File: src/rtl/station_sequencer.sv
// rtl/station_sequencer.sv - station sequencer: line follow, station check, servo pickup/dropoff, load count
module station_sequencer #(
    parameter int NUM_MOTORS    = 2,
    parameter int DEBOUNCE      = 4,
    parameter int SERVO_TIMEOUT = 1000000,
    parameter int CNT_W         = 4
) (
    input  logic                  clk,
    input  logic                  rst_n,
    input  logic                  sw_on,
    input  logic                  pulse,
    input  logic [1:0]            dist_state,
    input  logic                  proximity,
    input  logic [1:0]            ir_state,
    input  logic                  servo_done,
    output logic [NUM_MOTORS-1:0] en,
    output logic                  servo_start,
    output logic                  servo_state,
    output logic [2:0]            state,
    output logic                  fault,
    output logic [CNT_W-1:0]      load_count
);

    localparam int TMR_W = (SERVO_TIMEOUT > 2) ? $clog2(SERVO_TIMEOUT) : 1;
    localparam logic [TMR_W-1:0] TMR_LAST  = TMR_W'(SERVO_TIMEOUT - 1);
    localparam logic [7:0]       DEB       = 8'(DEBOUNCE);
    localparam logic [CNT_W-1:0] LOAD_MAX  = {CNT_W{1'b1}};

    typedef enum logic [2:0] {
        S_IDLE    = 3'd0,
        S_FOLLOW  = 3'd1,
        S_CHECK   = 3'd2,
        S_PICKUP  = 3'd3,
        S_DROPOFF = 3'd4,
        S_CLEAR   = 3'd5,
        S_FAULT   = 3'd6,
        S_BAD     = 3'd7
    } state_t;

    state_t           cur_state;
    state_t           nxt_state;
    logic [7:0]       hi_cnt;
    logic [7:0]       lo_cnt;
    logic [TMR_W-1:0] timer;
    logic             prox_hit;
    logic             prox_gone;
    logic             servo_exit;
    logic             servo_entry;
    logic             in_servo;

    assign prox_hit  = (hi_cnt == DEB);
    assign prox_gone = (lo_cnt == DEB);
    assign in_servo  = (cur_state == S_PICKUP) || (cur_state == S_DROPOFF);

    // State register
    always_ff @(posedge clk) begin
        if (!rst_n) begin
            cur_state <= S_IDLE;
        end else begin
            cur_state <= nxt_state;
        end
    end

    // Next-state logic; servo_done beats the timeout in the same cycle
    always_comb begin
        nxt_state  = cur_state;
        servo_exit = 1'b0;
        case (cur_state)
            S_IDLE: begin
                if (sw_on) nxt_state = S_FOLLOW;
            end
            S_FOLLOW: begin
                if (!sw_on)        nxt_state = S_IDLE;
                else if (prox_hit) nxt_state = S_CHECK;
            end
            S_CHECK: begin
                if (dist_state == 2'b01 && ir_state[0]) nxt_state = S_PICKUP;
                else if (dist_state == 2'b10)           nxt_state = S_DROPOFF;
                else                                    nxt_state = S_CLEAR;
            end
            S_PICKUP, S_DROPOFF: begin
                if (servo_done) begin
                    servo_exit = 1'b1;
                    nxt_state  = sw_on ? S_CLEAR : S_IDLE;
                end else if (timer == TMR_LAST) begin
                    nxt_state = S_FAULT;
                end
            end
            S_CLEAR: begin
                if (!sw_on)         nxt_state = S_IDLE;
                else if (prox_gone) nxt_state = S_FOLLOW;
            end
            S_FAULT: begin
                if (!sw_on) nxt_state = S_IDLE;
            end
            default: nxt_state = S_IDLE;
        endcase
    end

    assign servo_entry = (cur_state == S_CHECK) &&
                         ((nxt_state == S_PICKUP) || (nxt_state == S_DROPOFF));

    // Proximity run-length counters, saturating at DEBOUNCE
    always_ff @(posedge clk) begin
        if (!rst_n) begin
            hi_cnt <= 8'd0;
            lo_cnt <= 8'd0;
        end else if (proximity) begin
            lo_cnt <= 8'd0;
            if (hi_cnt != DEB) hi_cnt <= hi_cnt + 8'd1;
        end else begin
            hi_cnt <= 8'd0;
            if (lo_cnt != DEB) lo_cnt <= lo_cnt + 8'd1;
        end
    end

    // Servo timeout timer, restarted on each servo entry
    always_ff @(posedge clk) begin
        if (!rst_n) begin
            timer <= '0;
        end else if (servo_entry) begin
            timer <= '0;
        end else if (in_servo && timer != TMR_LAST) begin
            timer <= timer + 1'b1;
        end
    end

    // Servo start pulse and held servo mode
    always_ff @(posedge clk) begin
        if (!rst_n) begin
            servo_start <= 1'b0;
            servo_state <= 1'b0;
        end else begin
            servo_start <= servo_entry;
            if (servo_entry) servo_state <= (nxt_state == S_DROPOFF);
        end
    end

    // Load count, updated only on a completed servo routine
    always_ff @(posedge clk) begin
        if (!rst_n) begin
            load_count <= '0;
        end else if (servo_exit) begin
            if (cur_state == S_PICKUP && load_count != LOAD_MAX) begin
                load_count <= load_count + 1'b1;
            end else if (cur_state == S_DROPOFF && load_count != '0) begin
                load_count <= load_count - 1'b1;
            end
        end
    end

    assign state = cur_state;
    assign fault = (cur_state == S_FAULT);
    assign en    = ((cur_state == S_FOLLOW || cur_state == S_CLEAR) && sw_on && ir_state[1])
                   ? {NUM_MOTORS{pulse}} : '0;

endmodule

File: config.mk
export PLATFORM = sky130hd
export DESIGN_NAME = station_sequencer
export DESIGN_NICKNAME = d
export VERILOG_FILES = /design/src/rtl/station_sequencer.sv
export SDC_FILE = /design/constraint.sdc
export NUM_CORES = 1
export LEC_CHECK = 0
export ABC_AREA = 1
export CORE_ASPECT_RATIO = 1.25
export CORE_UTILIZATION = 45
export DETAILED_ROUTE_END_ITERATION = 8
export PLACE_DENSITY = 0.74
export SLEW_MARGIN = 10
export SYNTH_ARGS = -nofsm -noshare
export SYNTH_HDL_FRONTEND = slang
export SYNTH_SLANG_ARGS = --single-unit
File: constraint.sdc
create_clock -name clk -period 2.9 [get_ports clk]
set_input_delay 0.29 -clock clk [delete_from_list [all_inputs] [get_ports clk]]
set_output_delay 0.29 -clock clk [all_outputs]
set_load 0.1 [all_outputs]
Word-level counts from Yosys, hierarchy flattened
Cells that the tools add are included.
{ "word_totals": {"register_bits": 45, "latch_bits": 0, "ram_bits": 0, "rom_bits": 0, "in_bits": 10, "out_inout_bits": 12, "mem_count": 0} }
{ "classes": {"addsub": 5, "mul": 0, "n_div": 0, "n_lt_le_gt_ge": 0, "eq_ne": 17, "shifts": 0, "mux": 17, "bitwise_logic": 1, "n_reduce_logical": 18} }
{ "op_table": {"columns": ["operator", "count"], "rows": [
  ["$mux 3", 10],
  ["$add 20x1->20 const B", 1],
  ["$eq 20x20->1 const B", 1],
  ["$ne 20x20->1 const B", 1],
  ["$pmux 3 s6", 1],
  ["$add 8x1->8 const B", 2],
  ["$eq 8x3->1 const B", 2],
  ["$ne 8x3->1 const B", 2],
  ["$eq 3x3->1 const B", 4],
  ["$eq 3x2->1 const B", 3],
  ["$mux 4", 2],
  ["$logic_and 1x1->1", 7],
  ["$reduce_or 2->1", 3],
  ["$add 4x1->4 const B", 1],
  ["$ne 4x4->1 const B", 1],
  ["$reduce_and 2->1", 2],
  ["$reduce_bool 4->1", 1],
  ["$sub 4x1->4 const B", 1],
  ["$eq 3x1->1 const B", 1],
  ["$logic_not 3->1", 1],
  ["$logic_or 1x1->1", 3],
  ["$mux 1", 3],
  ["$eq 2x1->1 const B", 1],
  ["$eq 2x2->1 const B", 1],
  ["3 further kinds", 3]
]} }

Logic depth before layout (Yosys ltp)
{ "depth": {"depth_word": 8, "mapped_depth": 16} }

Worst setup path before layout
No wires, ideal clock.
{ "synth_path": {"path_kind": "register to output", "start": "register cur_state[0], in the netlist state[0]", "end": "output en[1]", "arrival_time_ns": 3.145, "setup_slack_ns": -0.535, "path_stages_with_launch": 6, "n_path_buf": 1, "path_cell_list": "dfxtp_1 -> inv_2 -> nor2_1 -> nand2_1 -> nor2_1 -> buf_4"} }
{ "synth_via": {"elab_chain_len": 5, "word_cells_on_any_way": 6} }
{ "synth_lines": {"columns": ["item", "line_no", "text"], "rows": [
  ["start: declaration", "40", "state_t cur_state;"],
  ["start signal: assignment", "60", "cur_state <= nxt_state;"],
  ["$eq 3x1->1 or $eq 3x3->1 (tied branches)", "154", "assign en = ((cur_state == S_FOLLOW || cur_state == S_CLEAR) && sw_on && ir_state[1])"],
  ["$logic_or 1x1->1 *", "154", null],
  ["$logic_and 1x1->1 * (2 in a row)", "154", null],
  ["$mux 2 *", "155", "? {NUM_MOTORS{pulse}} : '0;"],
  ["end: declaration", "16", "output logic [NUM_MOTORS-1:0] en,"]
]} }
Mark *: on every way between the ends. The rest lies on a longest branch, timed or not.

Worst setup path after layout
{ "layout_path": {"start": "register cur_state[2], in the netlist state[2]", "end": "register load_count[3]"} }
{ "layout_via": {"elab_chain_len": 4, "word_cells_on_any_way": 9} }
{ "layout_lines": {"columns": ["item", "line_no", "text"], "rows": [
  ["$eq 3x2->1 or $eq 3x3->1 (tied branches)", "68, 144, 146", null],
  ["$reduce_or 2->1, or another cell as far along", "68", "case (cur_state)"],
  ["$mux 1 or $reduce_bool 2->1 (tied branches)", null, null],
  ["$reduce_and 2->1 (no source line)", null, null],
  ["end signal: assignment", "145", "load_count <= load_count + 1'b1;"],
  ["end signal: assignment", "147", "load_count <= load_count - 1'b1;"],
  ["end: declaration", "21", "output logic [CNT_W-1:0] load_count"]
]} }
Several ways; a longest one is shown, not always the timed one.
A chain may end at the register's enable or synchronous reset.

==> summary.txt <==
Floorplanning
  • Die X-Extent: 70.6 microns
  • Die area: 0.00620 sq mm
  • # IOs: 22
  • Area of the core: 0.00556 sq mm
  • # rows: 30
  • Initial Util: 0.477
  • Vertical die dimension: 87.8 microns

Clock network
  • Resized Gates After CTS: 0
  • Register clock-pin slew on the reported worst setup and hold paths: 0.08 ns
  • Insertion delay to the later sink of the worst-skew pair: 0.30 ns
  • Clk sinks: 45
  • Clock tree from TritonCTS: built
  • Post-CTS setup-driven buffer insertion count: 0
  • Longest Clk Path Bufs: 2
  • Number of hold-repair buffers added at the cts stage: 0
  • Clock buffers created by TritonCTS: 5
  • Clock Root Buffer: sky130_fd_sc_hd__clkbuf_8
  • Depth of the CTS H-tree: 2

Flow run
  • Max capacitance violation total: 0

Final layout
  • Total area of multi-input combinational cells: 0.00152 sq mm
  • Final-layout fill cell count: 539
  • Fraction of final layout cells with drive strength greater than 1: 0.180
  • Share of the core filled with cells in the final layout: 0.539
  • Signed area change from the synthesized netlist to the final layout: 13.0%
  • ANT cells: 0
  • Top library cells by usage in the layout, fill and taps aside: 64 x sky130_fd_sc_hd__nand2_1, 52 x sky130_fd_sc_hd__nor2_1, 45 x sky130_fd_sc_hd__inv_1
  • Post-layout nets: 412
  • Sequential cell area: 903 sq um
  • Leading cell type in the layout, fill and taps excluded: sky130_fd_sc_hd__nand2_1

Routing
  • Routed wire per std cell: 11.3 microns
  • Number of vias after detailed routing: 2274
  • Aggregate routed wire length: 5200 microns
  • 1st-iter DRT viols: 106
  • Remaining design rule violation count: 0
  • Via-to-Cell Ratio: 4.95
  • Total iterations of the first detailed-routing run: 4
  • Residual antenna-violating net count after detailed routing: 0

Worst setup path
  • Worst r2r path cells: 12
  • Most repeated library cell on the critical path: sky130_fd_sc_hd__nand2_1
  • Endpoint type of the worst setup path: register
  • Kind of start point of the critical path: register
  • Crit path max fanout: 7
  • Largest incremental delay on the critical path: 0.35 ns
  • Worst setup path class: register to register
  • Crit path required time: 3.10 ns
  • Arrival time at the worst endpoint: 2.58 ns
  • Slowest CP cell: sky130_fd_sc_hd__dfxtp_1
  • Crit path cell chain: inv_2, nand3_1, a41o_2, ha_1, and3_1, a211oi_1, inv_1, and2_1, nor3_1, nand2_1, nand2_1, nor2_1

Synth
  • Post-Synthesis Cell Area: 0.00265 sq mm
  • Part of the Yosys area used for sequential elements: 0.340
  • Flops & latches, synth: 45
  • Mean instance size in the synthesized netlist: 7.16 sq um
  • Synth warnings: 0
  • Cells after synthesis: 370
  • Net count of the mapped netlist: 388
  • Distinct cells, synth: 33

Global routing
  • Largest net degree at the start of global routing: 21
  • Grt ovf: 0
  • Overall Global Routing Usage: 0.187
  • First-pass GRT wire length: 9180 microns
  • Initial antenna violation count: 0
  • Number of global-route vias before repair: 2154

Placement
  • Detail Placement HPWL: 3860 microns
  • Final GP Congestion: 0.849
  • Input/output buffers: 21

Min path
  • Worst min-delay path category: register to register
  • Hold-critical path depth: 2

Timing
  • Count of final hold-check violations: 0
  • Post-Route Skew: 0.00284 ns
  • Upper clock frequency limit: 421 MHz
  • Tmin final: 2.37 ns
  • Transition at the pin with the smallest max-transition slack: 0.600 ns
  • Number of pins with negative max-slew slack in the final report: 0
  • Unrepaired setup endpoints after global routing: false
  • Total Neg Setup Slack: 0 ns
  • Total of endpoints with negative setup slack in the final report: 0
  • Slew headroom: 0.598
  • Final Cycle Share: 0.818

Power
  • Worst IR Drop VDD: 0.230 mV
  • PwrDens: 396 mW/mm^2
  • Total leakage power: 1.18 nW

Status
  • Result of the run: finished clean
## metrics by stage
| stage | setup slack (ns) | cells | area (sq um) | power, mW | hold slack (ns) |
|---|---|---|---|---|---|
| after global routing | 0.251 | 459 | 2990 | 1.23 | 0.486 |
| after CTS | 0.517 | 459 | 2990 | 1.19 | 0.468 |
| final | 0.526 | 459 | 2990 | 1.19 | 0.465 |
| after global placement | 0.654 | 451 | 2880 | 0.703 | 0.449 |
| after detailed placement | 0.540 | 451 | 2880 | 0.704 | 0.457 |
| after floorplan | 0.109 | 370 | 2650 | 0.682 | 0.411 |
## critical path: cells and delay by family (launching register included)
family	cells	cell delay, ns
AO/OA/AOI/OAI	2	0.48
AND/OR/NAND/NOR	7	0.93
flip-flops	1	0.35
adder cells (fa/ha/maj)	1	0.32
buffers and inverters	2	0.18
## final timing paths
check,slack (ns),start,to
max,0.53,state[2]$_SDFF_PN0_,load_count[3]$_SDFFE_PN0P_
min,0.47,hi_cnt[7]$_SDFFE_PN0N_,hi_cnt[7]$_SDFFE_PN0N_
max reg2reg,0.53,state[2]$_SDFF_PN0_,load_count[3]$_SDFFE_PN0P_
min reg2reg,0.47,hi_cnt[7]$_SDFFE_PN0N_,hi_cnt[7]$_SDFFE_PN0N_
## cells in the mapped netlist, drive strengths merged
cell	n	area (sq um)
o21ai	10	50.0
nand4	9	56.3
dfxtp	45	901
a21oi	14	81.3
buf	4	37.5
and2	1	6.26
xnor2	13	114
a211oi	4	30.0
fa	1	20.0
ha	7	87.6
nor2	80	373
mux2i	1	10.0
nor4	5	31.3
nand2	71	284
and3	1	6.26
nor3	10	50.1
a41o	1	11.3
nand3b	2	27.5
clkinv	2	8.75
or2	1	6.26
inv	50	188
nand3	21	120
xor2	17	149
## layout make-up
class                   instances  area share
repair buffers                 21      0.0602
inverters                      52      0.0656
clock inverters                 1      0.0100
well taps                      64      0.0268
flip-flops and latches         45       0.302
multi-input cells             269       0.507
clock buffers                   7      0.0288
## layer usage
layer  up-vias  routed length (microns)  GRT usage  share of wire
met4         0                      126     0.0945          0.024
met5         -                        0          0              0
met3         8                      132     0.0311          0.025
li1       1219                        -          -              -
met1      1007                     2350      0.209           0.45
met2        40                     2590      0.345           0.50
## state kept, by name, summed over array words and instances, names as in the netlist
signal and flops:
hi_cnt 8, lo_cnt 8, load_count 4, servo_start 1
servo_state 1, state 3, timer 20
## report_power, final
part,switching (mW),internal [mW]
Clock,0.215,0.281
Sequential,0.00476,0.621
Combinational,0.0405,0.0222
Total,0.261,0.925
## logic make-up after synthesis
kind of cell / count (synthesis) / synth area share
AO/OA/AOI/OAI: 29 / 0.0652
AND/OR/NAND/NOR: 201 / 0.363
adder cells (fa/ha/maj): 8 / 0.0406
flip-flops: 45 / 0.340
XOR/XNOR: 30 / 0.0992
buffers and inverters: 56 / 0.0883
multiplexers: 1 / 0.00378
(Power assumes the default switching activity.)
